## src/rtl/mxint8_pkg.sv

```systemverilog
// Shared widths, constants and FSM state type for the MXINT8 -> FP32 block decoder.
package mxint8_pkg;
    localparam int ELEM_W             = 8;
    localparam int SCALE_W            = 8;
    localparam int FP32_W             = 32;
    localparam int FP32_EXP_W         = 8;
    localparam int FP32_FRAC_W        = 23;
    localparam int BLOCK_SIZE_DEFAULT = 32;
    localparam int E8M0_BIAS          = 127;
    localparam int FP32_BIAS          = 127;
    localparam int ELEM_FRAC_BITS     = 6;

    localparam logic [FP32_W-1:0]     FP32_QNAN    = 32'h7FC0_0000;
    localparam logic [FP32_EXP_W-1:0] FP32_EXP_MAX = 8'hFF;
    localparam logic [SCALE_W-1:0]    E8M0_NAN     = 8'hFF;

    typedef enum logic {IDLE, STREAM} state_t;
endpackage

```

## src/rtl/mxint8_elem_to_fp32.sv

```systemverilog
// Combinational exact conversion of one MXINT8 element (1.6 fixed point) plus E8M0 scale to FP32.
// MXINT8_BD_SUBNORM_EN selects exact subnormals; otherwise tiny results flush to signed zero.
module mxint8_elem_to_fp32
    import mxint8_pkg::*;
(
    input  logic [SCALE_W-1:0] scale,
    input  logic [ELEM_W-1:0]  elem,
    output logic [FP32_W-1:0]  fp32,
    output logic               overflow
);
    logic                   sign;
    logic [ELEM_W-1:0]      mag;
    logic [2:0]             lead;
    logic signed [9:0]      exp_biased;
    logic [FP32_FRAC_W-1:0] frac_norm;
`ifdef MXINT8_BD_SUBNORM_EN
    logic [FP32_FRAC_W-1:0] frac_sub;
`endif

    // -128 negates to 0x80, which reads correctly as unsigned 128
    assign sign = elem[ELEM_W-1];
    assign mag  = sign ? (~elem + 8'd1) : elem;

    always_comb begin
        lead = '0;
        for (int i = 0; i < ELEM_W; i++) begin
            if (mag[i]) lead = 3'(i);
        end
    end

    assign exp_biased = $signed({2'b00, scale}) + $signed({7'd0, lead})
                      + 10'(FP32_BIAS - E8M0_BIAS - ELEM_FRAC_BITS);

    // Shifting the leading one to bit 23 drops it out of the 23-bit field
    assign frac_norm = FP32_FRAC_W'(mag) << (5'(FP32_FRAC_W) - {2'b00, lead});

`ifdef MXINT8_BD_SUBNORM_EN
    assign frac_sub = FP32_FRAC_W'(mag) << (scale + 8'(FP32_FRAC_W - ELEM_FRAC_BITS - 1));
`endif

    always_comb begin
        fp32     = '0;
        overflow = 1'b0;
        if (scale == E8M0_NAN) begin
            fp32 = FP32_QNAN;
        end else if (elem == '0) begin
            fp32 = '0;
        end else if (exp_biased >= 10'sd255) begin
            fp32     = {sign, FP32_EXP_MAX, {FP32_FRAC_W{1'b0}}};
            overflow = 1'b1;
        end else if (exp_biased >= 10'sd1) begin
            fp32 = {sign, exp_biased[FP32_EXP_W-1:0], frac_norm};
        end else begin
`ifdef MXINT8_BD_SUBNORM_EN
            fp32 = {sign, {FP32_EXP_W{1'b0}}, frac_sub};
`else
            fp32 = {sign, {(FP32_W-1){1'b0}}};
`endif
        end
    end
endmodule

```

## src/rtl/mxint8_to_fp32_bd.sv

```systemverilog
// MXINT8 block decoder: captures one block, streams BLOCK_SIZE FP32 elements under valid/ready.
// Optional macro MXINT8_BD_SUBNORM_EN enables exact subnormal outputs in the element converter.
module mxint8_to_fp32_bd
    import mxint8_pkg::*;
#(
    parameter  int BLOCK_SIZE = BLOCK_SIZE_DEFAULT,
    localparam int IDX_W      = $clog2(BLOCK_SIZE)
) (
    input  logic               i_clk,
    input  logic               i_rst,
    input  logic               i_valid,
    output logic               o_ready,
    input  logic [SCALE_W-1:0] i_scale,
    input  logic [ELEM_W-1:0]  i_mxint8_elements [BLOCK_SIZE-1:0],
    output logic               o_valid,
    input  logic               i_ready,
    output logic [FP32_W-1:0]  o_float32,
    output logic [IDX_W-1:0]   o_index,
    output logic               o_last,
    output logic               o_overflow
);
    state_t             state, state_next;
    logic               accept;
    logic [SCALE_W-1:0] scale_reg;
    logic [ELEM_W-1:0]  elems_reg [BLOCK_SIZE-1:0];
    logic               load;
    logic [IDX_W-1:0]   load_idx;
    logic [IDX_W-1:0]   next_idx;
    logic [SCALE_W-1:0] conv_scale;
    logic [ELEM_W-1:0]  conv_elem;
    logic [FP32_W-1:0]  conv_fp32;
    logic               conv_overflow;

    assign o_ready  = (state == IDLE);
    assign o_valid  = (state == STREAM);
    assign accept   = o_ready && i_valid;
    assign next_idx = o_last ? '0 : o_index + IDX_W'(1);

    always_ff @(posedge i_clk) begin
        if (accept) begin
            scale_reg <= i_scale;
            elems_reg <= i_mxint8_elements;
        end
    end

    // Element 0 converts straight from the inputs so it is ready the cycle after accept
    always_comb begin
        state_next = state;
        load       = 1'b0;
        load_idx   = o_index;
        conv_scale = scale_reg;
        conv_elem  = elems_reg[next_idx];
        case (state)
            IDLE: begin
                conv_scale = i_scale;
                conv_elem  = i_mxint8_elements[0];
                if (i_valid) begin
                    state_next = STREAM;
                    load       = 1'b1;
                    load_idx   = '0;
                end
            end
            STREAM: begin
                if (i_ready) begin
                    if (o_last) begin
                        state_next = IDLE;
                    end else begin
                        load     = 1'b1;
                        load_idx = next_idx;
                    end
                end
            end
            default: state_next = IDLE;
        endcase
    end

    mxint8_elem_to_fp32 u_conv (
        .scale    (conv_scale),
        .elem     (conv_elem),
        .fp32     (conv_fp32),
        .overflow (conv_overflow)
    );

    always_ff @(posedge i_clk or posedge i_rst) begin
        if (i_rst) begin
            state      <= IDLE;
            o_float32  <= '0;
            o_index    <= '0;
            o_last     <= 1'b0;
            o_overflow <= 1'b0;
        end else begin
            state <= state_next;
            if (load) begin
                o_float32  <= conv_fp32;
                o_index    <= load_idx;
                o_last     <= (load_idx == IDX_W'(BLOCK_SIZE - 1));
                o_overflow <= conv_overflow;
            end
        end
    end
endmodule

```

## config.mk

```make
export PLATFORM = sky130hd
export DESIGN_NAME = mxint8_to_fp32_bd
export DESIGN_NICKNAME = d
export VERILOG_FILES = /design/src/rtl/mxint8_pkg.sv /design/src/rtl/mxint8_elem_to_fp32.sv /design/src/rtl/mxint8_to_fp32_bd.sv
export SDC_FILE = /design/constraint.sdc
export NUM_CORES = 1
export LEC_CHECK = 0
export CAP_MARGIN = 20
export CELL_PAD_IN_SITES_DETAIL_PLACEMENT = 0
export CELL_PAD_IN_SITES_GLOBAL_PLACEMENT = 1
export CORE_MARGIN = 2
export CORE_UTILIZATION = 41
export CTS_CLUSTER_SIZE = 24
export DETAILED_ROUTE_END_ITERATION = 10
export GPL_ROUTABILITY_DRIVEN = 0
export PLACE_DENSITY_LB_ADDON = 0.1
export SKIP_CTS_REPAIR_TIMING = 1
export SLEW_MARGIN = 10
export SYNTH_ARGS = -nofsm -noshare
export SYNTH_HDL_FRONTEND = slang
export SYNTH_SLANG_ARGS = --single-unit
```

## constraint.sdc

```tcl
create_clock -name i_clk -period 17.8 [get_ports i_clk]
set_clock_uncertainty 0.15 [all_clocks]
set_input_delay 2.67 -clock i_clk [delete_from_list [all_inputs] [get_ports i_clk]]
set_output_delay 2.67 -clock i_clk [all_outputs]
set_load 0.02 [all_outputs]
```

After elaboration in Yosys (flattened, before gate mapping)
Cells that the tools add are included.
- input bits: 268
- output and inout port bits: 41
- logic and storage cells: 83
- register bits: 304
- bitwise logic cells: 2
- shift-type cells: 1
- add/subtract/negate cells: 5
- muxes and demuxes: 30
- magnitude comparators: 3
- equal/unequal tests: 2
- reductions and logical operators: 2
- operator list (operator ; number):
    2-to-1 mux 32 bit ; 2
    2-to-1 mux 31 bit ; 2
    binary-select mux 8 bit (select 5 bit) ; 1
    2-to-1 mux 8 bit ; 4
    left shift 8 x 5 -> 23 bit ; 1
    2-to-1 mux 5 bit ; 4
    2-to-1 mux 3 bit ; 4
    adder 10 x 4 -> 10 bit, second input constant ; 1
    greater-or-equal comparator 10 x 2 -> 1 bit, second input constant ; 1
    greater-or-equal comparator 10 x 9 -> 1 bit, second input constant ; 1
    one-hot mux 5 bit (2 select lines) ; 1
    adder 8 x 3 -> 9 bit ; 1
    adder 8 x 1 -> 8 bit, second input constant ; 1
    equality test 8 bit, second input constant ; 1
    logical NOT 8 bit ; 1
    2-to-1 mux 1 bit ; 8
    inverter 8 bit ; 1
    < comparator 5 x 6 -> 1 bit, second input constant ; 1
    adder 5 x 1 -> 5 bit, second input constant ; 1
    equality test 5 bit, second input constant ; 1
    subtractor 5 x 3 -> 5 bit, first input constant ; 1
    2-to-1 mux 2 bit ; 2
    one-hot mux 1 bit (2 select lines) ; 2
    logical AND 1 bit ; 1
    inverter 1 bit ; 1

Logic depth before layout (Yosys ltp)
Gate-level depths: netlist of the first run.
- depth after elaboration: 22
- depth in mapped cells: 32
- depth with buffers taken out: 30

Hierarchy
A second synthesis of the first run with hierarchy kept.
- cell total of the unflattened synthesis: 800
- area, all modules: 13586.8 um^2
- modules (own cells, without submodules) (module ; times used ; seq. area each (um^2) ; area an instance (um^2) ; cells an instance):
    mxint8_to_fp32_bd ; 1 ; 8928.6 ; 11965.2 ; 572
    mxint8_elem_to_fp32 ; 1 ; 0.0 ; 1621.6 ; 228

Least setup slack after synthesis of the first run
No wires, ideal clock.
- path kind: input to register
- start point: in i_valid
- end point: reg o_last
- arrival: 16.997 ns
- setup slack: 0.009 ns
- setup time: 0.644 ns
- stages: 5
- required time: 17.006 ns
- path buffers: 0
- cell sequence: nor2b_1 a21oi_1 a32o_1 nand4_1 o21ai_0
- word-level cells in the longest chain between the ends: 3
- elaborated cells on any way between the ends: 5
- those cells by class: eq/ne (1); mux (4)
- ends and longest elaborated chain (what ; line ; RTL):
    start: declaration ; mxint8_to_fp32_bd.sv:11 ; input logic i_valid,
    2-to-1 mux 5 bit ; mxint8_to_fp32_bd.sv:57 ; if (i_valid) begin
    one-hot mux 5 bit (2 select lines) ; mxint8_to_fp32_bd.sv:53 ; case (state)
    equality test 5 bit ; mxint8_to_fp32_bd.sv:96 ; o_last <= (load_idx == IDX_W'(BLOCK_SIZE - 1));
    end signal: assignment ; mxint8_to_fp32_bd.sv:96 ;
    end: declaration ; mxint8_to_fp32_bd.sv:19 ; output logic o_last,
Several ways; a longest one is shown, not always the timed one.
A chain may end at the register's enable or synchronous reset.

Final worst setup path of the first run
- start point: reg o_last
- end point: reg o_float32[20]
- word-level cells in the longest chain between the ends: 21
- elaborated cells on any way between the ends: 28
- those cells by class: add/sub (4); order compare (2); shift (1); mux (19); bitwise (1); reduce/logical (1)
- ends and longest elaborated chain (what ; line ; RTL):
    2-to-1 mux 5 bit ; mxint8_to_fp32_bd.sv:37 ; assign next_idx = o_last ? '0 : o_index + IDX_W'(1);
    binary-select mux 8 bit (select 5 bit) ; mxint8_to_fp32_bd.sv:52 ; conv_elem = elems_reg[next_idx];
    2-to-1 mux 8 bit (implied by the code) ; mxint8_to_fp32_bd.sv:52 ;
    2-to-1 mux 8 bit ; mxint8_to_fp32_bd.sv:53 ;
    inverter 8 bit ; mxint8_elem_to_fp32.sv:22 ; assign mag = sign ? (~elem + 8'd1) : elem;
    adder 8 x 1 -> 8 bit ; mxint8_elem_to_fp32.sv:22 ;
    2-to-1 mux 8 bit ; mxint8_elem_to_fp32.sv:22 ;
    2-to-1 mux 1 bit ; mxint8_elem_to_fp32.sv:27 ; if (mag[i]) lead = 3'(i);
    2-to-1 mux 2 bit (2 in series) ; mxint8_elem_to_fp32.sv:27 ;
    2-to-1 mux 3 bit (4 in series) ; mxint8_elem_to_fp32.sv:27 ;
    adder 8 x 3 -> 9 bit ; mxint8_elem_to_fp32.sv:31 ; assign exp_biased = $signed({2'b00, scale}) + $signed({7'd0, lead})
    adder 10 x 4 -> 10 bit ; mxint8_elem_to_fp32.sv:32 ; + 10'(FP32_BIAS - E8M0_BIAS - ELEM_FRAC_BITS);
    greater-or-equal comparator 10 x 2 -> 1 bit ; mxint8_elem_to_fp32.sv:51 ; end else if (exp_biased >= 10'sd1) begin
    2-to-1 mux 31 bit ; mxint8_elem_to_fp32.sv:51 ;
    2-to-1 mux 31 bit ; mxint8_elem_to_fp32.sv:48 ; end else if (exp_biased >= 10'sd255) begin
    2-to-1 mux 32 bit ; mxint8_elem_to_fp32.sv:46 ; end else if (elem == '0) begin
    2-to-1 mux 32 bit ; mxint8_elem_to_fp32.sv:44 ; if (scale == E8M0_NAN) begin
    end signal: assignment ; mxint8_to_fp32_bd.sv:94 ; o_float32 <= conv_fp32;
    end: declaration ; mxint8_to_fp32_bd.sv:17 ; output logic [FP32_W-1:0] o_float32,
Several ways; a longest one is shown, not always the timed one. The select of a mux whose other input is x is not followed.

==> run_results.csv, run 1 <==
group,metric,value,unit
finish,multi_input_area,3925,um2
drt,drt-met1-wl,12800,um
setup_path,cp-end-kind,"flip-flop",
timing,final-max-slew-violation-count,0,
setup_path,cpPeakStageDelay,670,ps
die,ios,309,
setup_path,critPathMaxFanout,33,
drt,drtIter0Drc,388,
die,fp-row-count,64,
global_route,groute.usage.overall,18.58,%
synth,synth.avg_cell_area,17.19,um2
synth,yosysSeqAreaShare,66.96,%
global_route,antenna_found_initial,6,
finish,final_common_cell,"clkdlybuf4s50_1",
global_route,grt_max_degree,198,
die,die_width,180.2,um
synth,synth-seq-cells,288,
setup_path,critPathArrivalTime,8990,ps
timing,setup_tns,0,ps
synth,ys_types,92,
timing,worst_slew_pin_slew,1048,ps
setup_path,start_kind,"flip-flop",
drt,wl_met2,15190,um
synth,synth_cells,741,
placement,io_buffers,292,
timing,grt_setup_unrepaired,"false",
cts,clk_pin_slew,60,ps
finish,largest_register_ff_count,256,
finish,fillerInstances,2453,
setup_path,cp_common_cell,"nand2_1",
synth,synth_edf_count,264,
timing,relSlewSlack,30.12,%
drt,highest_layer,"met5",
synth,synth.area.top_cells,"edfxtp_1 (62%), mux4_2 (7.8%), dfrtp_1 (4.7%)",
drt,met3WireLength,2201,um
timing,setup_viol,0,
die,die_y,180.2,um
synth,synth_top_cell_by_area,"edfxtp_1",
setup_path,crit_slowest_cell,"buf_4",
finish,area_growth,34.96,%
global_route,grt_pass1_wl,46330,um
cts,numCtsBuffers,31,
status,status,"finished, final reports clean",
drt,drt_wl_total,30750,um
cts,cts_tree,"done",
synth,syn_area,12740,um2
cts,clk_latency,570,ps
finish,drive_above_1_share,14.75,%
timing,finalHoldViolCount,0,
hold_path,hp-class,"reg2reg",
flow_run,cap_violations,0,
drt,drtAntennaViolNets,0,
die,initial_core_util,41.64,%
timing,fmax,0.1156,GHz
synth,yosysTopAreaCellShare,62.25,%
timing,min_period,8653,ps
synth,ys.flop_type,"edfxtp_1",
cts,cts-root-buf,"clkbuf_16",
finish,final_nets,1322,
global_route,first_global_vias,7982,
cts,htree_levels,1,
drt,firstDrtPassIters,4,
drt,routedWlPerCell,20.90,um
finish,final_cell_mix,"clkdlybuf4s50_1 (292), edfxtp_1 (264), mux4_2 (44)",
timing,finalCritPeriodShare,48.61,%
die,coreArea,30590,um2
setup_path,path_class,"reg2reg",
drt,avgViaCountPerCell,5.198,
synth,ys_async_sr_fraction,8.333,%
cts,clockBufferDepth,3,
synth,synth_warnings,0,
die,die_area,32490,um2
placement,hpwlAfterDp,21990,um
cts,clock-sinks,288,
finish,register_area,8528,um2
drt,drcViolationCount,0,
global_route,overflow,0,
setup_path,crit_required,18130,ps
drt,num_vias,7646,
[critical path: cells and delay by family (launching register included)]
| family | cells | cell delay (ps) |
|---|---|---|
| mux | 1 | 310 |
| compound gates | 10 | 2460 |
| buf+inv | 3 | 1010 |
| flops | 1 | 590 |
| fa+ha+maj | 3 | 1260 |
| simple gates | 12 | 2710 |
[worst paths after layout]
kind	cells after the start	start	endpoint	slack, ps
max	29	o_last	o_float32[20]	9150
max reg2reg	29	o_last	o_float32[20]	9150
min reg2reg	2	o_float32[31]	o_float32[31]	330
max in group asynchronous	3	i_rst	o_float32[19]	14730
min	2	o_float32[31]	o_float32[31]	330
min in group asynchronous	2	i_rst	o_float32[18]	2290
[cells in the mapped netlist (3+ instances only)]
cell type / n
a2111oi_0: 5
a22o_1: 8
mux4_2: 44
o22ai_1: 6
buf_4: 18
o21ai_1: 6
inv_1: 9
and2_1: 4
a22oi_1: 17
nor3b_1: 5
nor3_1: 13
nand2b_1: 6
a31oi_1: 4
xnor2_1: 15
nor3_2: 3
nand2_1: 37
a221oi_1: 4
o21ai_2: 3
mux2_2: 7
nor2b_1: 10
xor2_1: 7
mux4_1: 12
mux2i_1: 14
and3b_1: 4
o21ai_0: 13
a21o_1: 8
dfrtp_1: 24
buf_6: 7
nand3_1: 5
o21a_1: 6
nand4_1: 3
clkbuf_1: 5
a21oi_1: 23
edfxtp_1: 264
and3_1: 10
buf_2: 14
nor2_1: 24
ha_1: 7
[per-layer routing]
layer  up-vias  GRT usage (%)
li1       3591              -
met1      3771          23.86
met2       245          31.27
met3        37          5.073
met4         2          4.871
met5         -              0
[logic make-up (layout without fill, tap and decap cells)]
| kind of cell | Yosys count | in the layout | share of synthesized area [%] |
|---|---|---|---|
| DFF | 288 | 288 | 66.96 |
| and+or+nand+nor | 142 | 142 | 6.484 |
| AOI/OAI and AO/OA | 141 | 141 | 8.616 |
| muxes | 80 | 80 | 12.36 |
| buffers and inverters | 57 | 372 | 2.849 |
| xor gates and xnor gates | 24 | 24 | 1.857 |
| adders and majority gates | 8 | 8 | 0.8449 |
| other | 1 | 20 | 0.02944 |
[metrics by stage]
step	hold WS (ps)	util [%]	area (um2)	worst slack, ps	instances
2_1_floorplan	440.0	-	12790	9.182	756
3_3_place_gp	313.5	52.32	16000	8742	1408
3_5_place_dp	320.2	52.32	16000	8673	1408
4_1_cts	333.4	56.11	17160	9089	1466
5_1_grt	352.3	56.18	17190	8414	1470
6_report	328.6	56.19	17190	9147	1471
[area by class of cell]
cell class	count	share of cell area [%]
Clock inverter	24	2.169
Tap cell	396	2.883
Inverter	10	0.2184
Sequential cell	288	49.61
Multi-Input combinational cell	411	22.83
Clock buffer	34	4.579
Antenna cell	4	0.05823
Timing Repair Buffer	304	17.64
Power of run 1 is not shown: default switching activity piles up to over one toggle a cycle in this logic, so the estimate is an artifact.
==> run 2: changes to the inputs <==
==> constraint.sdc (replaced) <==
create_clock -name i_clk -period 9.08 [get_ports i_clk]
set_clock_uncertainty 0.15 [all_clocks]
set_input_delay 1.362 -clock i_clk [delete_from_list [all_inputs] [get_ports i_clk]]
set_output_delay 1.362 -clock i_clk [all_outputs]
set_load 0.02 [all_outputs]
==> run_results.csv, run 2 (synthesis gave the netlist of run 1 again) <==
group,metric,value,unit
timing,grt_setup_unrepaired,"false",
die,initial_core_util,41.64,%
timing,relSlewSlack,27.94,%
finish,final_common_cell,"clkdlybuf4s50_1",
global_route,antenna_found_initial,9,
timing,fmax,0.1217,GHz
drt,drtAntennaViolNets,0,
cts,cts-root-buf,"clkbuf_16",
cts,cts_tree,"done",
cts,htree_levels,1,
cts,clockBufferDepth,3,
timing,finalHoldViolCount,0,
setup_path,path_class,"reg2reg",
setup_path,cpPeakStageDelay,700,ps
setup_path,critPathMaxFanout,46,
drt,met3WireLength,2149,um
hold_path,whs_path_depth,1,
finish,final_cell_mix,"clkdlybuf4s50_1 (292), edfxtp_1 (264), mux4_2 (44)",
hold_path,min_to,"o_float32[19]",
finish,drive_above_1_share,14.04,%
hold_path,hp-class,"reg2reg",
placement,io_buffers,292,
timing,setup_tns,0,ps
setup_path,rrSetupSlack,860,ps
cts,clk_latency,570,ps
setup_path,critPathArrivalTime,8570,ps
hold_path,hold_start,"o_float32[19]",
drt,drt_wl_total,30840,um
die,die_y,180.2,um
finish,final_nets,1323,
timing,worst_slew_pin_slew,1081,ps
global_route,grt_max_degree,182,
timing,finalCritPeriodShare,90.53,%
setup_path,crit_required,9430,ps
global_route,first_global_vias,7940,
drt,routedWlPerCell,20.99,um
global_route,overflow,0,
setup_path,r2r-end,"o_float32[21]",
setup_path,crit-reg2reg-launch,"o_last",
finish,largest_register_ff_count,256,
cts,numCtsBuffers,31,
drt,num_vias,7599,
drt,drtIter0Drc,487,
die,die_width,180.2,um
global_route,groute.usage.overall,18.80,%
setup_path,reg2reg_depth,29,
status,status,"finished, final reports clean",
drt,highest_layer,"met5",
timing,setup_viol,0,
timing,final-max-slew-violation-count,0,
drt,drt-met1-wl,12900,um
setup_path,cp-end-kind,"flip-flop",
cts,clock-sinks,288,
die,ios,309,
die,die_area,32490,um2
die,coreArea,30590,um2
flow_run,cap_violations,0,
setup_path,crit_path_start,"o_last",
timing,min_period,8220,ps
placement,hpwlAfterDp,22170,um
drt,avgViaCountPerCell,5.173,
drt,drcViolationCount,0,
setup_path,crit_slowest_cell,"ha_4",
die,fp-row-count,64,
cts,clk_pin_slew,60,ps
setup_path,start_kind,"flip-flop",
global_route,grt_pass1_wl,46890,um
drt,wl_met2,15010,um
drt,firstDrtPassIters,5,
finish,area_growth,33.97,%
[run 2: layer usage]
metal / vias up / global-route usage (%)
met3: 47 / 4.689
met4: 4 / 5.548
li1: 3593 / -
met1: 3718 / 25.03
met2: 237 / 30.67
met5: - / 0
[run 2: worst max path at each step]
| stage | to | slack, ps | depth (start not counted) |
|---|---|---|---|
| CTS | o_float32[20] | 790 | 29 |
| global placement | o_float32[20] | 1020 | 29 |
| finish | o_float32[21] | 860 | 29 |
| detailed placement | o_float32[20] | 830 | 29 |
| floorplan | o_float32[20] | 1700 | 7 |
| global route | o_float32[21] | 2 | 29 |
[run 2: worst max-delay path, delay by kind of cell (launching register included)]
kind                       cells  cell delay, ps
DFF                            1             610
and+or+nand+nor               14            3020
adders and majority gates      3            1410
AOI/OAI and AO/OA             10            2560
buffers and inverters          2             360
[run 2: cell type report]
| class | count | area [um2] |
|---|---|---|
| inverters | 10 | 37.54 |
| well taps | 396 | 495.5 |
| flip-flops and latches | 288 | 8528 |
| multi-input cells | 411 | 3925 |
| fillers | 2490 | 13530 |
| clock inverters | 19 | 207.7 |
| clock buffers | 35 | 790.8 |
| diodes | 5 | 12.51 |
| repair buffers | 305 | 3065 |
[run 2: through the flow]
step / cell area, um2 / hold WS (ps) / worst slack (ps) / util, % / std cells
3_3_place_gp: 16020 / 318.2 / 1023 / 52.38 / 1409
4_1_cts: 17020 / 337.7 / 788.7 / 55.65 / 1463
2_1_floorplan: 12800 / 440.0 / 1700 / - / 756
6_report: 17060 / 337.4 / 859.9 / 55.78 / 1469
5_1_grt: 17060 / 351.8 / 1.703 / 55.78 / 1469
3_5_place_dp: 16020 / 323.4 / 828.1 / 52.38 / 1409
Power of run 2 is left out for the same reason.
